===== config.mk =====
export PLATFORM = sky130hd
export DESIGN_NAME = draw_block_executor
export DESIGN_NICKNAME = d
export VERILOG_FILES = /design/src/rtl/draw_pkg.sv /design/src/rtl/draw_block_executor_rect_scanner.sv /design/src/rtl/draw_block_executor.sv
export SDC_FILE = /design/constraint.sdc
export NUM_CORES = 1
export LEC_CHECK = 0
export ABC_CLOCK_PERIOD_IN_PS = 2900
export CAP_MARGIN = 15
export CORE_ASPECT_RATIO = 1.75
export CORE_MARGIN = 5
export CORE_UTILIZATION = 49
export DETAILED_ROUTE_END_ITERATION = 6
export PLACE_DENSITY = 0.76
export SYNTH_ARGS = -nofsm -noshare
export SYNTH_HDL_FRONTEND = slang
export SYNTH_SLANG_ARGS = --single-unit

===== constraint.sdc =====
create_clock -name CLK -period 2.9 [get_ports CLK]
set_clock_uncertainty 0.1 [all_clocks]
set_input_delay 0.58 -clock CLK [delete_from_list [all_inputs] [get_ports CLK]]
set_output_delay 0.58 -clock CLK [all_outputs]
set_load 0.01 [all_outputs]

===== src/rtl/draw_pkg.sv =====
// Shared definitions for the block-draw path: command codes, FSM states, colours,
// screen limits and the frame-to-x mapping.
package draw_pkg;

   localparam logic [3:0] CMD_FRAME_FIRST = 4'd0;
   localparam logic [3:0] CMD_FRAME_LAST  = 4'd14;
   localparam logic [3:0] CMD_BLACK       = 4'd15;

   localparam logic [2:0] COLOUR_BLACK = 3'b000;

   localparam int X_MAX = 159;
   localparam int Y_MAX = 119;

   typedef enum logic [1:0] {
      IDLE  = 2'd0,
      ERASE = 2'd1,
      DRAW  = 2'd2,
      DONE  = 2'd3
   } state_t;

   // Left edge of the block for a frame index; 8-bit arithmetic.
   function automatic logic [7:0] frame_x(input logic [3:0] cmd,
                                          input logic [7:0] x_start,
                                          input logic [7:0] x_step);
      return x_start + ({4'b0000, cmd} * x_step);
   endfunction

endpackage


===== src/rtl/draw_block_executor_rect_scanner.sv =====
// Walks a W x H rectangle one pixel per cycle, cx inner and cy outer.
// start restarts the scan at (0,0) even if a scan is still running.
module rect_scanner #(
   parameter int W = 8,
   parameter int H = 8
) (
   input  logic       CLK,
   input  logic       reset,
   input  logic       start,
   output logic [3:0] cx,
   output logic [3:0] cy,
   output logic       active,
   output logic       last
);

   localparam logic [3:0] CX_LAST = 4'(W - 1);
   localparam logic [3:0] CY_LAST = 4'(H - 1);

   logic [3:0] cx_q, cx_d;
   logic [3:0] cy_q, cy_d;
   logic       active_q, active_d;

   assign last = active_q && (cx_q == CX_LAST) && (cy_q == CY_LAST);

   always_comb begin
      cx_d     = cx_q;
      cy_d     = cy_q;
      active_d = active_q;
      if (start) begin
         cx_d     = 4'd0;
         cy_d     = 4'd0;
         active_d = 1'b1;
      end else if (last) begin
         // Park at the origin so nothing out of range is ever presented.
         cx_d     = 4'd0;
         cy_d     = 4'd0;
         active_d = 1'b0;
      end else if (active_q) begin
         if (cx_q == CX_LAST) begin
            cx_d = 4'd0;
            cy_d = cy_q + 4'd1;
         end else begin
            cx_d = cx_q + 4'd1;
         end
      end
   end

   always_ff @(posedge CLK or posedge reset) begin
      if (reset) begin
         cx_q     <= 4'd0;
         cy_q     <= 4'd0;
         active_q <= 1'b0;
      end else begin
         cx_q     <= cx_d;
         cy_q     <= cy_d;
         active_q <= active_d;
      end
   end

   assign cx     = cx_q;
   assign cy     = cy_q;
   assign active = active_q;

endmodule


===== src/rtl/draw_block_executor.sv =====
// Executes 4-bit draw commands: erases the previous note block, draws the new one,
// one pixel per cycle. Define FRAME_COUNT_EN to add the frame_count output.
module draw_block_executor
   import draw_pkg::*;
#(
   parameter logic [7:0] X_START     = 8'd8,
   parameter logic [7:0] X_STEP      = 8'd10,
   parameter logic [6:0] Y_POS       = 7'd60,
   parameter int         BLK_W       = 8,
   parameter int         BLK_H       = 8,
   parameter logic [2:0] NOTE_COLOUR = 3'b100
) (
   input  logic       CLK,
   input  logic       reset,
   input  logic [3:0] command,
   input  logic       cmd_valid,
   output logic       cmd_ready,
   output logic [7:0] x,
   output logic [6:0] y,
   output logic [2:0] colour,
   output logic       plot,
`ifdef FRAME_COUNT_EN
   output logic [15:0] frame_count,
`endif
   output logic       done
);

   // Handshake: a command is taken on a rising edge with cmd_valid & cmd_ready;
   // cmd_ready is high only in IDLE and nothing is queued while busy.
   state_t     state_q, state_d;
   logic [3:0] cmd_q;
   logic [7:0] new_pos_q;
   logic [7:0] cur_pos_q;
   logic       has_block_q;

   logic       accept;
   logic       scan_start;
   logic [3:0] scan_cx, scan_cy;
   logic       scan_active, scan_last;
   logic       plotting;
   logic [7:0] base_x;

   rect_scanner #(.W(BLK_W), .H(BLK_H)) u_scan (
      .CLK    (CLK),
      .reset  (reset),
      .start  (scan_start),
      .cx     (scan_cx),
      .cy     (scan_cy),
      .active (scan_active),
      .last   (scan_last)
   );

   assign accept = cmd_valid && (state_q == IDLE);

   always_comb begin
      state_d    = state_q;
      scan_start = 1'b0;
      case (state_q)
         IDLE: begin
            if (accept) begin
               if (has_block_q) begin
                  state_d    = ERASE;
                  scan_start = 1'b1;
               end else if (command == CMD_BLACK) begin
                  state_d = DONE;
               end else begin
                  state_d    = DRAW;
                  scan_start = 1'b1;
               end
            end
         end
         ERASE: begin
            if (scan_last) begin
               if (cmd_q == CMD_BLACK) begin
                  state_d = DONE;
               end else begin
                  state_d    = DRAW;
                  scan_start = 1'b1;
               end
            end
         end
         DRAW: begin
            if (scan_last) state_d = DONE;
         end
         DONE:    state_d = IDLE;
         default: state_d = IDLE;
      endcase
   end

   always_ff @(posedge CLK or posedge reset) begin
      if (reset) begin
         state_q     <= IDLE;
         cmd_q       <= 4'd0;
         new_pos_q   <= 8'd0;
         cur_pos_q   <= 8'd0;
         has_block_q <= 1'b0;
      end else begin
         state_q <= state_d;
         if (accept) begin
            cmd_q     <= command;
            new_pos_q <= frame_x(command, X_START, X_STEP);
         end
         // A finished erase always leaves the screen empty; a finished draw owns it.
         if (state_q == ERASE && scan_last) has_block_q <= 1'b0;
         if (state_q == DRAW && scan_last) begin
            has_block_q <= 1'b1;
            cur_pos_q   <= new_pos_q;
         end
      end
   end

`ifdef FRAME_COUNT_EN
   logic [15:0] frame_count_q;

   // Every non-Black command reaches DONE through DRAW.
   always_ff @(posedge CLK or posedge reset) begin
      if (reset) begin
         frame_count_q <= 16'd0;
      end else if (state_q == DONE && cmd_q != CMD_BLACK) begin
         frame_count_q <= frame_count_q + 16'd1;
      end
   end

   assign frame_count = frame_count_q;
`endif

   assign plotting  = ((state_q == ERASE) || (state_q == DRAW)) && scan_active;
   assign base_x    = (state_q == ERASE) ? cur_pos_q : new_pos_q;

   assign x         = plotting ? (base_x + {4'b0000, scan_cx}) : 8'd0;
   assign y         = plotting ? (Y_POS + {3'b000, scan_cy}) : 7'd0;
   assign colour    = (plotting && state_q == DRAW) ? NOTE_COLOUR : COLOUR_BLACK;
   assign plot      = plotting;
   assign done      = (state_q == DONE);
   assign cmd_ready = (state_q == IDLE);

endmodule


Word level (Yosys, flattened, before mapping)
Cells that the tools add are included.
{"block": "totals", "inputBits": 7, "output_inout_bits": 21, "elab_cells": 68, "reg_bits": 32}
{"block": "classes", "mux": 29, "multipliers": 1, "addsub": 5, "n_reduce_logical": 15, "eq_ne": 10}
{"op": "$mux W4", "count": 8}
{"op": "$mux W8", "count": 2}
{"op": "$mux W1", "count": 11}
{"op": "$add A4 B1 Y4 const B", "count": 2}
{"op": "$add A4 B8 Y8 const A", "count": 1}
{"op": "$add A8 B4 Y8", "count": 1}
{"op": "$eq A4 B3 Y1 const B", "count": 2}
{"op": "$eq A4 B4 Y1 const B", "count": 2}
{"op": "$mux W2", "count": 4}
{"op": "$pmux W2 S4", "count": 1}
{"op": "$add A6 B4 Y7 const A", "count": 1}
{"op": "$logic_and A1 B1 Y1", "count": 7}
{"op": "$mul A4 B3 Y7 const B", "count": 1}
{"op": "$mux W7", "count": 1}
{"op": "$reduce_bool A3 Y1", "count": 2}
{"op": "$eq A2 B2 Y1 const B", "count": 2}
{"op": "$ne A2 B2 Y1 const B", "count": 2}
{"op": "$reduce_bool A2 Y1", "count": 2}
{"op": "$mux W3", "count": 1}
{"op": "$reduce_and A3 Y1", "count": 1}
{"op": "$eq A2 B1 Y1 const B", "count": 1}
{"op": "$logic_not A2 Y1", "count": 1}
{"op": "$ne A2 B1 Y1 const B", "count": 1}
{"op": "$pmux W1 S2", "count": 1}
{"op": "other kinds (2)", "count": 2}

Logic depth before layout (Yosys ltp)
{"block": "depth", "depth_word": 7, "ltp_mapped": 11, "depth_no_buf": 10}

Cells and area by module
Synthesis repeated with hierarchy kept, for this count alone.
{"block": "hier_totals", "hier_cells": 182, "hier_area_um2": 1869.3}
{"mod": "draw_block_executor", "instances": 1, "area_each_um2": 1398.8, "cells_per_inst": 135, "seq_area_each_um2": 475.5}
{"mod": "rect_scanner", "instances": 1, "area_each_um2": 470.5, "cells_per_inst": 47, "seq_area_each_um2": 225.2}

Worst setup path before layout
Ideal clock, no wire load.
{"block": "synth_timing", "path_type": "register to output", "startpoint": "register state_q[1]", "endpoint": "output x[7]", "n_path_buf": 1, "required_time_ns": 2.220, "arrival_time_ns": 2.369, "path_slack_ns": -0.149, "path_stages_with_launch": 12, "cell_sequence": "dfrtp_1 -> inv_1 -> ha_1 -> buf_2 -> mux2_2 -> ha_1 -> inv_1 -> fa_1 -> nor2b_1 -> o21ai_0 -> nor3_1 -> nor3b_1"}
{"block": "synth_via", "elab_chain_len": 4, "word_cells_on_any_way": 7, "classes_between": "add/sub (1); eq/ne (2); mux (2); reduce/logical (2)"}
{"item": "start, declared", "line_no": "draw_block_executor.sv:30", "rtl": "state_t state_q, state_d;"}
{"item": "start signal, assigned", "line_no": "draw_block_executor.sv:98", "rtl": "state_q <= state_d;"}
{"item": "$eq A2 B1 Y1 or $eq A2 B2 Y1 (tied branches)", "line_no": "draw_block_executor.sv:127, draw_block_executor.sv:128"}
{"item": "$mux W8 or $logic_or A1 B1 Y1 (tied branches)", "line_no": "draw_block_executor.sv:128, draw_block_executor.sv:127"}
{"item": "$add A8 B4 Y8 or $logic_and A1 B1 Y1 (tied branches)", "line_no": "draw_block_executor.sv:130, draw_block_executor.sv:127"}
{"item": "$mux W8 *", "line_no": "draw_block_executor.sv:130", "rtl": "assign x = plotting ? (base_x + {4'b0000, scan_cx}) : 8'd0;"}
{"item": "end, declared", "line_no": "draw_block_executor.sv:18", "rtl": "output logic [7:0] x,"}
Every way passes the cells marked *; elsewhere a longest branch is shown, timed or not.

Final worst setup path
Ends and elaborated chain as after synthesis.

==> flow_summary.ini <==
[routing]
wl_per_cell_um = 15.5
wl_um = 4220
vias_per_cell = 5.41
ant_nets = 0
post-route-drc-count = 0
dr.pass1.iters = 4
num_vias = 1472
first_iter_violations = 24

[floorplanning]
dieHeight_um = 91.3
start_util = 0.510
die_width_um = 56.5
core_um2 = 3630
die_area_um2 = 5160
ioPinCount = 28
std_cell_rows = 29

[grt]
gr-total-overflow = 0
grt_pass1_vias = 1500
grt_max_degree = 29
antenna_found_initial = 0
track_usage = 0.171
grt_pass1_wl_um = 7020

[clock_network]
clock_latency_ps = 270
cts_buffers = 3
clock-sinks = 28
cts_hold_buf = 0
clockBufferDepth = 2
cts_max_level = 1
cts_tree = done
cts_root_buffer = clkbuf_8
clkTransAtPathRegs_ps = 90

[power]
totalPowerFinal_mw = 2.54
peakVddDrop_uv = 651
power.density_nw_per_um2 = 1060
p_leak_nw = 1.21

[critical_path]
worstSetupPathType = reg2out
worstRegToRegCells = 6
cp-start-kind = register
end_kind = output port
cp_data_arrival_time_ps = 2270
critPathMaxFanout = 5
r2r-end = u_scan.cx[3]$_DFFE_PP0P_
rrSetupSlack_ps = 640
r2r_start = u_scan.cx[1]$_DFFE_PP0P_
cp.required_ps = 2220

[cells_and_area]
final_cell_area_um2 = 2410
fin_cells = 272
finish.utilization = 0.663
nFillCells = 306
layout-drive-gt1-share = 0.274
regArea_um2 = 701
final_nets = 252
insertedDiodeCount = 0
multi_input_area_um2 = 1170
area.growth.synth_to_final_pct = 30.0

[synthesis]
ys_seq_elements = 28
synth_area_um2 = 1850
synth_cells = 184
synth_cell_types = 37
seq_area_frac_synth = 0.378
ys_warn_count = 0
avgSynthCellArea_um2 = 10.1

[sta]
tns_ps = -73.9
fmaxAchievable_mhz = 339
period_minus_slack_ps = 2950
worst_pin_slew_ps = 592
slew-limit-headroom = 0.601
final-hold-violation-count = 0
fin_crit_sh = 1.02
setup_violations = 2
slew_viol_final = 0
postLayoutSetupSlackWorst_ps = -50.3
rsz0062_at_grt = yes

[outcome]
status = finished, violations left
violations = negative setup slack

[worst_hold_path]
hold_start = cmd_q[2]$_DFFE_PP0N_
min_path_type = reg2reg
holdPathStages = 2
hold_path_end = cmd_q[2]$_DFFE_PP0N_

[placed_design]
gp_congestion = 0.820
placed_cell_area_um2 = 2250
place_inst = 265
hpwlAfterDp_um = 3230
portBuffers = 25

[job]
cap_violations = 0
-- cells in the mapped netlist --
master    number  area [um^2]
o21bai_1       1         7.51
nand3b_1       2         15.0
nor3_1         5         25.0
o2111a_1       1         11.3
a21o_1         2         15.0
nor4_1         1         6.26
nor2_1        16         60.1
and3_4         1         11.3
buf_2          1         5.00
and4b_1        1         10.0
dfrtp_1       28          701
mux2_4         7          105
mux2i_1        6         60.1
a32oi_1        1         8.76
o21ai_0        9         45.0
nand2_1       12         45.0
nor3b_1        2         15.0
mux2_2         8         90.1
ha_1          16          200
o21a_1         1         7.51
fa_1           2         40.0
and2_1         1         6.26
o22ai_1        1         6.26
inv_1         15         56.3
clkbuf_1       2         7.51
xnor2_1        7         61.3
conb_1         1         3.75
xor2_1         3         26.3
nand2_4        1         11.3
nor2b_1        4         25.0
nand4_1        3         18.8
and3_1         8         50.1
nand3_2        1         10.0
o31ai_1        1         7.51
buf_4          4         30.0
a31oi_1        2         12.5
a21oi_1        7         35.0
-- area by class of cell --
cell class	instances	share of cell area
Clock buffer	4	0.0229
Inverter	15	0.0234
Multi-Input combinational cell	135	0.485
Sequential cell	28	0.291
Tap cell	46	0.0239
Timing Repair Buffer	44	0.154
-- power breakdown --
part / switching [mW] / internal, mW
clock: 0.116 / 0.121
sequential: 0.115 / 0.508
combinational: 0.806 / 0.875
-- state kept, by name, summed over array words and instances (netlist names) --
| name | cells |
|---|---|
| u_scan.active | 1 |
| cur_pos_q | 7 |
| u_scan.cy | 4 |
| state_q | 2 |
| cmd_q | 4 |
| u_scan.cx | 4 |
| has_block_q | 1 |
| new_pos_q | 5 |
-- worst max path at each step --
stage	from	endpoint	slack (ps)	depth (start not counted)
CTS	state_q[1]$_DFFE_PP0P_	x[7]	-90	11
floorplan	state_q[1]$_DFFE_PP0P_	x[6]	7	9
global route	state_q[1]$_DFFE_PP0P_	x[7]	-140	11
global placement	state_q[1]$_DFFE_PP0P_	x[7]	-400	11
finish	state_q[1]$_DFFE_PP0P_	x[7]	-50	11
detailed placement	state_q[1]$_DFFE_PP0P_	x[7]	-480	11
-- metal layers --
| metal | up-vias | track usage | share of wire |
|---|---|---|---|
| met4 | 0 | 0.0554 | 0.013 |
| met1 | 720 | 0.188 | 0.38 |
| met5 | - | 0 | 0 |
| met3 | 4 | 0.0199 | 0.033 |
| met2 | 37 | 0.329 | 0.57 |
| li1 | 711 | - | - |
-- cell usage in the layout (no fill, tap or decap), types with 3 or more instances in the layout --
master           Yosys  layout
clkbuf_8             0       4
buf_4                4      19
xnor2_1              7       7
dlymetal6s2s_1       0       3
nor2b_1              4       3
xor2_1               3       3
buf_2                1       6
ha_4                 0       4
o21ai_0              9       7
ha_1                16      12
and3_1               8       8
a21oi_1              7       6
nand4_1              3       3
mux2i_1              6       6
clkdlybuf4s50_1      0      16
dfrtp_1             28      28
mux2_4               7       9
mux2_2               8       6
nand2_1             12      12
inv_1               15      13
nor2_1              16      15
-- worst max-delay path: stages, from the launching register on --
cell and delay, ps:
dfrtp_1 390, inv_2 90, ha_4 180, mux2_4 320
ha_4 170, inv_2 50, fa_2 220, nor2b_4 60
o21ai_4 170, o21ai_1 70, nor3b_2 150, buf_2 130
-- logic make-up (layout without fill, tap and decap cells) --
group,after synthesis,count (layout),synth area share
AND/OR/NAND/NOR,58,58,0.167
flip-flops,28,28,0.378
AO/OA/AOI/OAI,26,26,0.0845
buffers and inverters,22,63,0.0534
multiplexers,21,21,0.138
adder cells (fa/ha/maj),18,18,0.130
XOR/XNOR,10,10,0.0473
other,1,2,0.00203
-- what timing repair did --
action,CTS,global route
pin swaps,10,5
setup buffers,1,2
gates resized for setup,42,7
setup endpoints to repair,7,6
-- metrics by stage --
stage	setup slack, ps	hold WS [ps]
after floorplan	6.82	350
after global placement	-396	362
after detailed placement	-476	392
after CTS	-92.0	412
after global routing	-145	436
final	-50.3	405
No activity file was read; power rests on OpenSTA's default activity.
